[src/rtl/regfile_wr_arbiter.sv]
// Write-port sequencer for the 16x16 register file: zero-fills after reset,
// then arbitrates ALU and load writebacks onto one registered write port.
module regfile_wr_arbiter #(
    parameter int unsigned STARVE_LIMIT = 3,
    parameter bit          ZERO_R0      = 1'b1
) (
    input  logic        clk,
    input  logic        rst,
    input  logic        a_valid,
    input  logic [3:0]  a_reg,
    input  logic [15:0] a_data,
    output logic        a_ready,
    input  logic        m_valid,
    input  logic [3:0]  m_reg,
    input  logic [15:0] m_data,
    output logic        m_ready,
    output logic        WriteReg,
    output logic [3:0]  DstReg,
    output logic [15:0] DstData,
    output logic        init_done
);

    localparam logic [3:0] LIMIT = 4'(STARVE_LIMIT);

    typedef enum logic {
        INIT,
        RUN
    } state_t;

    state_t      state;
    state_t      state_next;
    logic [3:0]  cnt;
    logic [3:0]  starve;
    logic        starve_hit;
    logic        xfer;
    logic        suppress;
    logic [3:0]  win_reg;
    logic [15:0] win_data;

    assign starve_hit = (starve >= LIMIT);

    always_ff @(posedge clk or posedge rst) begin
        if (rst) begin
            state <= INIT;
        end else begin
            state <= state_next;
        end
    end

    always_comb begin
        state_next = state;
        if (state == INIT && cnt == 4'd15) begin
            state_next = RUN;
        end
    end

    // Load path has priority unless the ALU has been denied too long.
    always_comb begin
        a_ready   = 1'b0;
        m_ready   = 1'b0;
        init_done = 1'b0;
        if (state == RUN) begin
            init_done = 1'b1;
            if (a_valid && (starve_hit || !m_valid)) begin
                a_ready = 1'b1;
            end else if (m_valid) begin
                m_ready = 1'b1;
            end
        end
    end

    assign xfer     = a_ready | m_ready;
    assign win_reg  = m_ready ? m_reg : a_reg;
    assign win_data = m_ready ? m_data : a_data;
    assign suppress = ZERO_R0 && (win_reg == 4'd0);

    always_ff @(posedge clk or posedge rst) begin
        if (rst) begin
            cnt <= 4'd0;
        end else if (state == INIT) begin
            cnt <= cnt + 4'd1;
        end
    end

    always_ff @(posedge clk or posedge rst) begin
        if (rst) begin
            starve <= 4'd0;
        end else if (state != RUN || !a_valid || a_ready) begin
            starve <= 4'd0;
        end else if (starve != 4'd15) begin
            starve <= starve + 4'd1;
        end
    end

    always_ff @(posedge clk or posedge rst) begin
        if (rst) begin
            WriteReg <= 1'b0;
            DstReg   <= 4'd0;
            DstData  <= 16'd0;
        end else if (state == INIT) begin
            WriteReg <= 1'b1;
            DstReg   <= cnt;
            DstData  <= 16'd0;
        end else if (xfer && !suppress) begin
            WriteReg <= 1'b1;
            DstReg   <= win_reg;
            DstData  <= win_data;
        end else begin
            WriteReg <= 1'b0;
        end
    end

endmodule
[config.mk]
export PLATFORM = sky130hd
export DESIGN_NAME = regfile_wr_arbiter
export DESIGN_NICKNAME = d
export VERILOG_FILES = /design/src/rtl/regfile_wr_arbiter.sv
export SDC_FILE = /design/constraint.sdc
export NUM_CORES = 1
export LEC_CHECK = 0
export BUFFER_PORTS_ARGS = -buffer_cell sky130_fd_sc_hd__buf_2
export CAP_MARGIN = 20
export CORE_MARGIN = 2
export CORE_UTILIZATION = 39
export DETAILED_ROUTE_END_ITERATION = 6
export PLACE_DENSITY = 0.75
export SLEW_MARGIN = 5
export SYNTH_ARGS = -nofsm -noshare
export SYNTH_HDL_FRONTEND = slang
export SYNTH_SLANG_ARGS = --single-unit
[constraint.sdc]
create_clock -name clk -period 2.45 [get_ports clk]
set_input_delay 0.3675 -clock clk [delete_from_list [all_inputs] [get_ports clk]]
set_output_delay 0.3675 -clock clk [all_outputs]
set_load 0.02 [all_outputs]
* Word level (Yosys, flattened, before mapping) *
Index checks and enable logic that the tools add are counted.
W data, S select, Z words.

cells by class
  muxes and demuxes = 16
  $add $sub $neg = 2
  $lt $le $gt $ge = 1
  reductions and logical operators = 11
  eq/ne operators = 3
  bitwise operators = 2

operators by type and width
  kind                   number
  $mux W16               3
  $mux W4                5
  $add A4 B1 Y4 const B  2
  $mux W1                8
  $eq A4 B4 Y1 const B   1
  $ge A4 B2 Y1 const B   1
  $logic_not A4 Y1       1
  $ne A4 B4 Y1 const B   1
  $logic_and A1 B1 Y1    3
  $logic_not A1 Y1       3
  $logic_or A1 B1 Y1     3
  $ne A2 B1 Y1 const B   1
  $reduce_bool A2 Y1     1
  $not A1 Y1             1
  $or A1 B1 Y1           1

storage, ports and cells
  logic and storage cells = 41
  input port bits = 44
  output and inout bits = 24
  bits in registers = 30

* Depth between registers and ports, before layout *
Gate-level depths: netlist of run 1.

  depth after elaboration = 11
  gate-level depth with buffers = 7
  mapped depth without buffers = 5

* Worst setup path after synthesis of run 1 *
No wires, ideal clock.

  kind = reg-to-output
  start = register state
  end = output a_ready
  path buffers = 2
  stages on the path, launching flop included = 5
  setup slack = 0.594 ns
  arrival time = 1.488 ns
  required time = 2.082 ns
  cells stage by stage = dfrtp_1 > buf_2 > inv_1 > clkbuf_1 > nor3_1

on the way
  word-level cells in the longest chain between the ends = 1

RTL lines
  what                    RTL line  text
  from (decl)             30        state_t state;
  from (signal assigned)  46        state <= state_next;
  $mux W1                 62        if (state == RUN) begin
  to (decl)               12        output logic a_ready,

Every way passes these cells.

* Worst setup path in the final report of run 1 *
  start = register starve[0]
  end = output m_ready

on the way
  word-level cells in the longest chain between the ends = 5

RTL lines
  what                    RTL line  text
  from (decl)             33        logic [3:0] starve;
  from (signal assigned)  91        starve <= starve + 4'd1;
  $ge A4 B2 Y1            40        assign starve_hit = (starve >= LIMIT);
  $logic_or A1 B1 Y1      64        if (a_valid && (starve_hit || !m_valid)) begin
  $logic_and A1 B1 Y1     64
  $mux W1                 64
  $mux W1                 62
  to (decl)               16        output logic m_ready,

Every way passes these cells.

==> metrics.csv, run 1 <==
metric;value;unit
status;complete, no violations;
final setup TNS;0;ps
number of max-cap violations;0;
Placer Congestion;0.753;
remaining antenna violation count;0;
initial DRC count;112;
Crit path largest cell delay;380;ps
HPWL Detailed;3090;µm
Area Overhead vs Synth;27.9;%
final net count;272;
FF-to-FF End;DstReg[2];
first-pass GRT wire length;7040;µm
Post-CTS Setup Repair Bufs;0;
Yosys warning count;0;
Synth async-reset ratio;100;%
r2r setup slk;380;ps
fin util;52.5;%
VDD IR max;0.000236;V
TritonCTS Buffers;5;
Placeable Area;4060;µm²
Hold Crit Class;input port to asynchronous set/reset pin;
grt total ovfl;0;
most frequently used flop master after synthesis;dfrtp_1;
crit path DAT;1800;ps
clock transition at the registers of the reported paths;70;ps
top-area cell type share of the netlist area;45.1;%
pwr dens;623;nW/µm²
Cells after Synth;158;
CP required;2080;ps
Bufs and invs on worst path;3;
Tcrit/Tclk final;88.4;%
Pins Over Slew Limit;0;
Routed WL;4140;µm
IO Port Bufs;67;
H-Tree Depth;2;
ANT cells;0;
reg2reg start;starve[0];
number of synthesized flops with an enable pin;0;
Max Fclk;462;MHz
clock sinks;30;
Die ar.;4810;µm²
die width;69.3;µm
top cells by area, synth;dfrtp_1 45%, nand2_1 7.0%, o211ai_2 5.3%;
leak pwr;0.00104;µW
Slew @ Worst Pin;757;ps
final worst path period need;2170;ps
CP top delay family;buffers and inverters;
RSZ-0062 raised after global routing;no;
initial antenna violation count;0;
Synth Cell Area;1660;µm²
crit start category;flip-flop;
Distinct cells, synth;32;
Fin. Hold Viols;0;
Seq/Total Area, Yosys;45.1;%
clk_lat worst skew;280;ps
worst-path cell chain;ha_1 > o31ai_1 > buf_4 > nand2_2 > inv_1 > buf_2;
largest net degree at the start of global routing;31;
vias per cell;5.44;
Worst Setup End Kind;output pin;
via count;1508;
I/O Pins;68;
Starting Density;41.0;%
critical path type;flip-flop to output pin;
area leader, netlist;dfrtp_1;
GRT Util Overall;18.6;%
Max-slew headroom;49.5;%
number of synthesized register bits;30;
DRC;0;
TritonRoute pass-1 iters;4;
CTS tree;built;
num rows;23;
Setup Skew;9.50;ps
vias in the first global route;1483;
Final setup viols;0;
share of post-route cells with drive strength above 1;45.8;%
Max Root-Sink Buffers;2;
slowest stage cell, crit path;dfrtp_1;
filler cell count in the final layout;393;
WL per Instance;14.9;µm
syn_area_per_cell;10.5;µm²
R2R cell count;5;
CTS Root Buffer Type;clkbuf_8;
worst-path fanout max;11;
die height;69.3;µm
cell type report:
| type | count | area [µm²] | area share (%) |
|---|---|---|---|
| clock inverter | 1 | 5.00 | 0.235 |
| clock buffer | 7 | 86.3 | 4.06 |
| inverter | 5 | 18.8 | 0.882 |
| sequential | 30 | 751 | 35.3 |
| multi-input combinational | 111 | 825 | 38.7 |
| timing repair buffer | 73 | 380 | 17.9 |
| tap | 50 | 62.6 | 2.94 |
layer usage:
layer / up-vias / track usage (%) / wire length, µm / share of wire (%)
li1: 721 / - / - / -
met1: 727 / 25.3 / 1960 / 47
met5: - / 0 / 0 / 0
met4: 0 / 6.32 / 14 / 0.34
met3: 2 / 6.69 / 290 / 7.0
met2: 58 / 27.6 / 1870 / 45
layout by cell type, fill, tap and decap left out, drive strengths merged:
master   n
clkinv   1
o311ai   4
xnor2    3
mux2     1
o32a     1
o211ai   7
nand4   12
nor2     3
o31ai    1
and3     1
and2     1
nor3    11
or4      1
o41ai    2
dfrtp   30
clkbuf   7
o32ai    1
nor4b    1
mux2i    4
buf     73
ha       2
conb     2
a311oi   9
nand2   32
inv      5
nand3   12
cells in the mapped netlist (all sizes together) (3+ instances only):
cell,n
a311oi,9
nor3,11
dfrtp,30
nand2,32
o311ai,4
nor2,3
clkbuf,5
nand4,12
xnor2,3
nand3,12
buf,8
mux2i,4
inv,5
o211ai,7
flip-flops by register name (all words and copies together) (netlist names):
| register | count |
|---|---|
| DstData | 16 |
| state | 1 |
| cnt | 4 |
| DstReg | 4 |
| starve | 4 |
| WriteReg | 1 |
power by group:
group          internal (µW)  total [µW]  switching (µW)
Sequential               548         578            29.8
Clock                    226         411             185
Combinational            133         336             204
Total                    907        1330             419
worst register-to-register path, stage by stage, from the launching register on:
cell,delay [ps]
dfrtp_1,380
ha_1,230
o31ai_1,240
and3_1,640
nor2_2,160
o311ai_1,310
cells by family (layout without fill, tap and decap cells):
family                   Yosys count  count (layout)  share of synthesized area, %
other                              1               2                         0.225
AO/OA/AOI/OAI                     25              25                          19.3
AND/OR/NAND/NOR                   74              74                          23.5
adder cells (fa/ha/maj)            2               2                          1.50
XOR/XNOR                           3               3                          1.58
multiplexers                       5               5                          3.08
flip-flops                        30              30                          45.1
buffers and inverters             18              86                          5.71
stage by stage:
step	cell area [µm²]	total power (µW)	worst slack [ps]	hold WS, ps	cells
floorplan	1670	802	594	409	159
global placement	2030	920	429	422	269
detailed placement	2030	926	379	435	269
CTS	2130	1340	197	157	277
global route	2130	1400	103	197	277
finish	2130	1330	283	145	277
worst max-delay path by stage:
stage | start | endpoint | slack [ps] | cells past startpoint
final | starve[0] | m_ready | 280 | 6
after CTS | starve[0] | m_ready | 200 | 6
after global routing | starve[0] | m_ready | 100 | 6
after floorplan | state | a_ready | 590 | 4
after detailed placement | starve[0] | DstReg[2] | 380 | 5
after global placement | starve[0] | DstReg[1] | 430 | 5
repair_timing:
action | in CTS | in global routing
gates resized for setup | 0 | 1
endpoints found under the setup margin | 0 | 1
hold buffers | 0 | 0
(Power assumes the default switching activity.)
==> run 2, diff against run 1 <==
==> constraint.sdc (replaced) <==
create_clock -name clk -period 2.6 [get_ports clk]
set_input_delay 0.39 -clock clk [delete_from_list [all_inputs] [get_ports clk]]
set_output_delay 0.39 -clock clk [all_outputs]
set_load 0.02 [all_outputs]
==> run 2 against run 1 <==
  * Register-to-register slack improved by 190 ps
  * Total power fell by 5.7%
  * Flip-flop and latch count did not move
  * Count of clock-buffer cells in the layout did not move
  * Core utilization rose by 0.31 points
  * Critical endpoint unchanged
==> metrics.csv, run 2 (same netlist as run 1, synthesis figures left out) <==
metric;value;unit;change
remaining antenna violation count;0;;unchanged
IO Port Bufs;67;;unchanged
first-pass GRT wire length;6960;µm;was 7040 µm
GRT Util Overall;17.9;%;was 18.6%
via count;1513;;was 1508
Setup Skew;7.61;ps;was 9.50 ps
Die ar.;4810;µm²;unchanged
most frequent cells in the layout;67 x buf_2, 31 x nand2_1, 30 x dfrtp_1, 12 x nand4_1, 11 x nand3_1;;was 67 x buf_2, 30 x dfrtp_1, 30 x nand2_1, 12 x nand4_1, 11 x nand3_1
TritonCTS Buffers;5;;unchanged
Worst Setup End Kind;output pin;;unchanged
die height;69.3;µm;unchanged
Final setup viols;0;;unchanged
initial antenna violation count;0;;unchanged
Fin. Hold Viols;0;;unchanged
Routed WL;4100;µm;was 4140 µm
clock transition at the registers of the reported paths;70;ps;about the same
filler cell count in the final layout;384;;was 393
RSZ-0062 raised after global routing;no;;unchanged
Post-Place Setup Slack;592;ps;was 379 ps
final net count;274;;was 272
final instance area;2140;µm²;was 2130 µm²
VDD IR max;0.000207;V;was 0.000236 V
ANT cells;0;;unchanged
share of post-route cells with drive strength above 1;45.9;%;was 45.8%
CP required;2210;ps;was 2080 ps
CTS Root Buffer Type;clkbuf_8;;unchanged
num rows;23;;unchanged
Area Overhead vs Synth;28.6;%;was 27.9%
crit start category;flip-flop;;unchanged
grt total ovfl;0;;unchanged
number of max-cap violations;0;;unchanged
Pins Over Slew Limit;0;;unchanged
vias in the first global route;1541;;was 1483
initial DRC count;125;;was 112
WL per Instance;14.7;µm;was 14.9 µm
clock sinks;30;;unchanged
Placer Congestion;0.732;;was 0.753
total power;1250;µW;was 1330 µW
commonest non-fill, non-tap cell in the layout;buf_2;;unchanged
Tcrit/Tclk final;88.5;%;
final setup TNS;0;ps;unchanged
status;complete, no violations;;unchanged
Max Root-Sink Buffers;2;;unchanged
final worst path period need;2300;ps;
CTS resizes;0;;unchanged
clk_lat worst skew;280;ps;about the same
critical path type;flip-flop to output pin;;unchanged
Post-CTS Setup Repair Bufs;0;;unchanged
HPWL Detailed;3100;µm;was 3090 µm
crit path DAT;1910;ps;was 1800 ps
Slew @ Worst Pin;754;ps;was 757 ps
H-Tree Depth;2;;unchanged
FF+latch area;751;µm²;unchanged
I/O Pins;68;;unchanged
Hold Crit Class;input port to asynchronous set/reset pin;;unchanged
max reg flops;16;;unchanged
Reg with most FFs;DstData;;unchanged
Placeable Area;4060;µm²;unchanged
Max-slew headroom;49.8;%;was 49.5%
Max Fclk;435;MHz;
die width;69.3;µm;unchanged
Multi-input gate area;822;µm²;was 825 µm²
Setup WS post-layout;299;ps;was 283 ps
Placed Area;2050;µm²;was 2030 µm²
Hold Buf Count CTS;0;;unchanged
CTS tree;built;;unchanged
TritonRoute pass-1 iters;4;;unchanged
leak pwr;0.00105;µW;was 0.00104 µW
vias per cell;5.42;;was 5.44
fin util;52.8;%;was 52.5%
DRC;0;;unchanged
Starting Density;41.0;%;unchanged
largest net degree at the start of global routing;31;;unchanged
pwr dens;584;nW/µm²;was 623 nW/µm²
worst-path fanout max;11;;unchanged
-- run 2: changes by cell type in the layout (fill, tap and decap cells not counted) --
cell,previous run,this run
nand2_2,1,0
buf_4,6,8
nand2_1,30,31
-- run 2: layout make-up --
| type | instances | share of cell area (%) |
|---|---|---|
| Multi-Input combinational cell | 111 | 38.4 |
| Sequential cell | 30 | 35.1 |
| Timing Repair Buffer | 75 | 18.5 |
| Clock buffer | 7 | 4.03 |
| Tap cell | 50 | 2.92 |
| Inverter | 5 | 0.877 |
| Clock inverter | 1 | 0.234 |
-- run 2: critical path: stages, from the launching register on --
cell and delay, ps:
dfrtp_1 380, ha_1 240, o31ai_1 280, buf_4 250
nand2_1 80, buf_4 190, inv_1 50, buf_2 150
-- run 2: where the power goes --
part           switching [µW]  leakage, µW  internal (µW)
logic                     191     0.000642            127
registers                27.6     0.000364            516
clock network             174    0.0000482            213
total                     393      0.00105            857
-- run 2: per-stage QoR --
step	std cells	hold slack, ps
6_report	279	168
5_1_grt	279	234
4_1_cts	279	187
3_5_place_dp	271	434
3_3_place_gp	271	425
2_1_floorplan	159	409
-- run 2: path summary, 6_finish.rpt --
| check | startpoint | end | slack (ps) | cells after the start |
|---|---|---|---|---|
| worst max register to register | state | DstData[11] | 570 | 5 |
| worst min register to register | starve[0] | starve[0] | 440 | 1 |
| worst max-delay path | starve[0] | m_ready | 300 | 7 |
| max in group asynchronous | rst | starve[1] | 2130 | 3 |
| worst min-delay path | rst | WriteReg | 170 | 3 |
| min in group clk | m_data[2] | DstData[2] | 310 | 3 |
-- run 2: per-layer routing --
| metal | share of wire, % | vias up | wire [µm] | GRT usage, % |
|---|---|---|---|---|
| met3 | 8.0 | 4 | 330 | 4.94 |
| met2 | 46 | 63 | 1900 | 27.8 |
| met4 | 0.71 | 0 | 29 | 6.54 |
| met5 | 0 | - | 0 | 0 |
| met1 | 45 | 719 | 1840 | 23.9 |
| li1 | - | 727 | - | - |
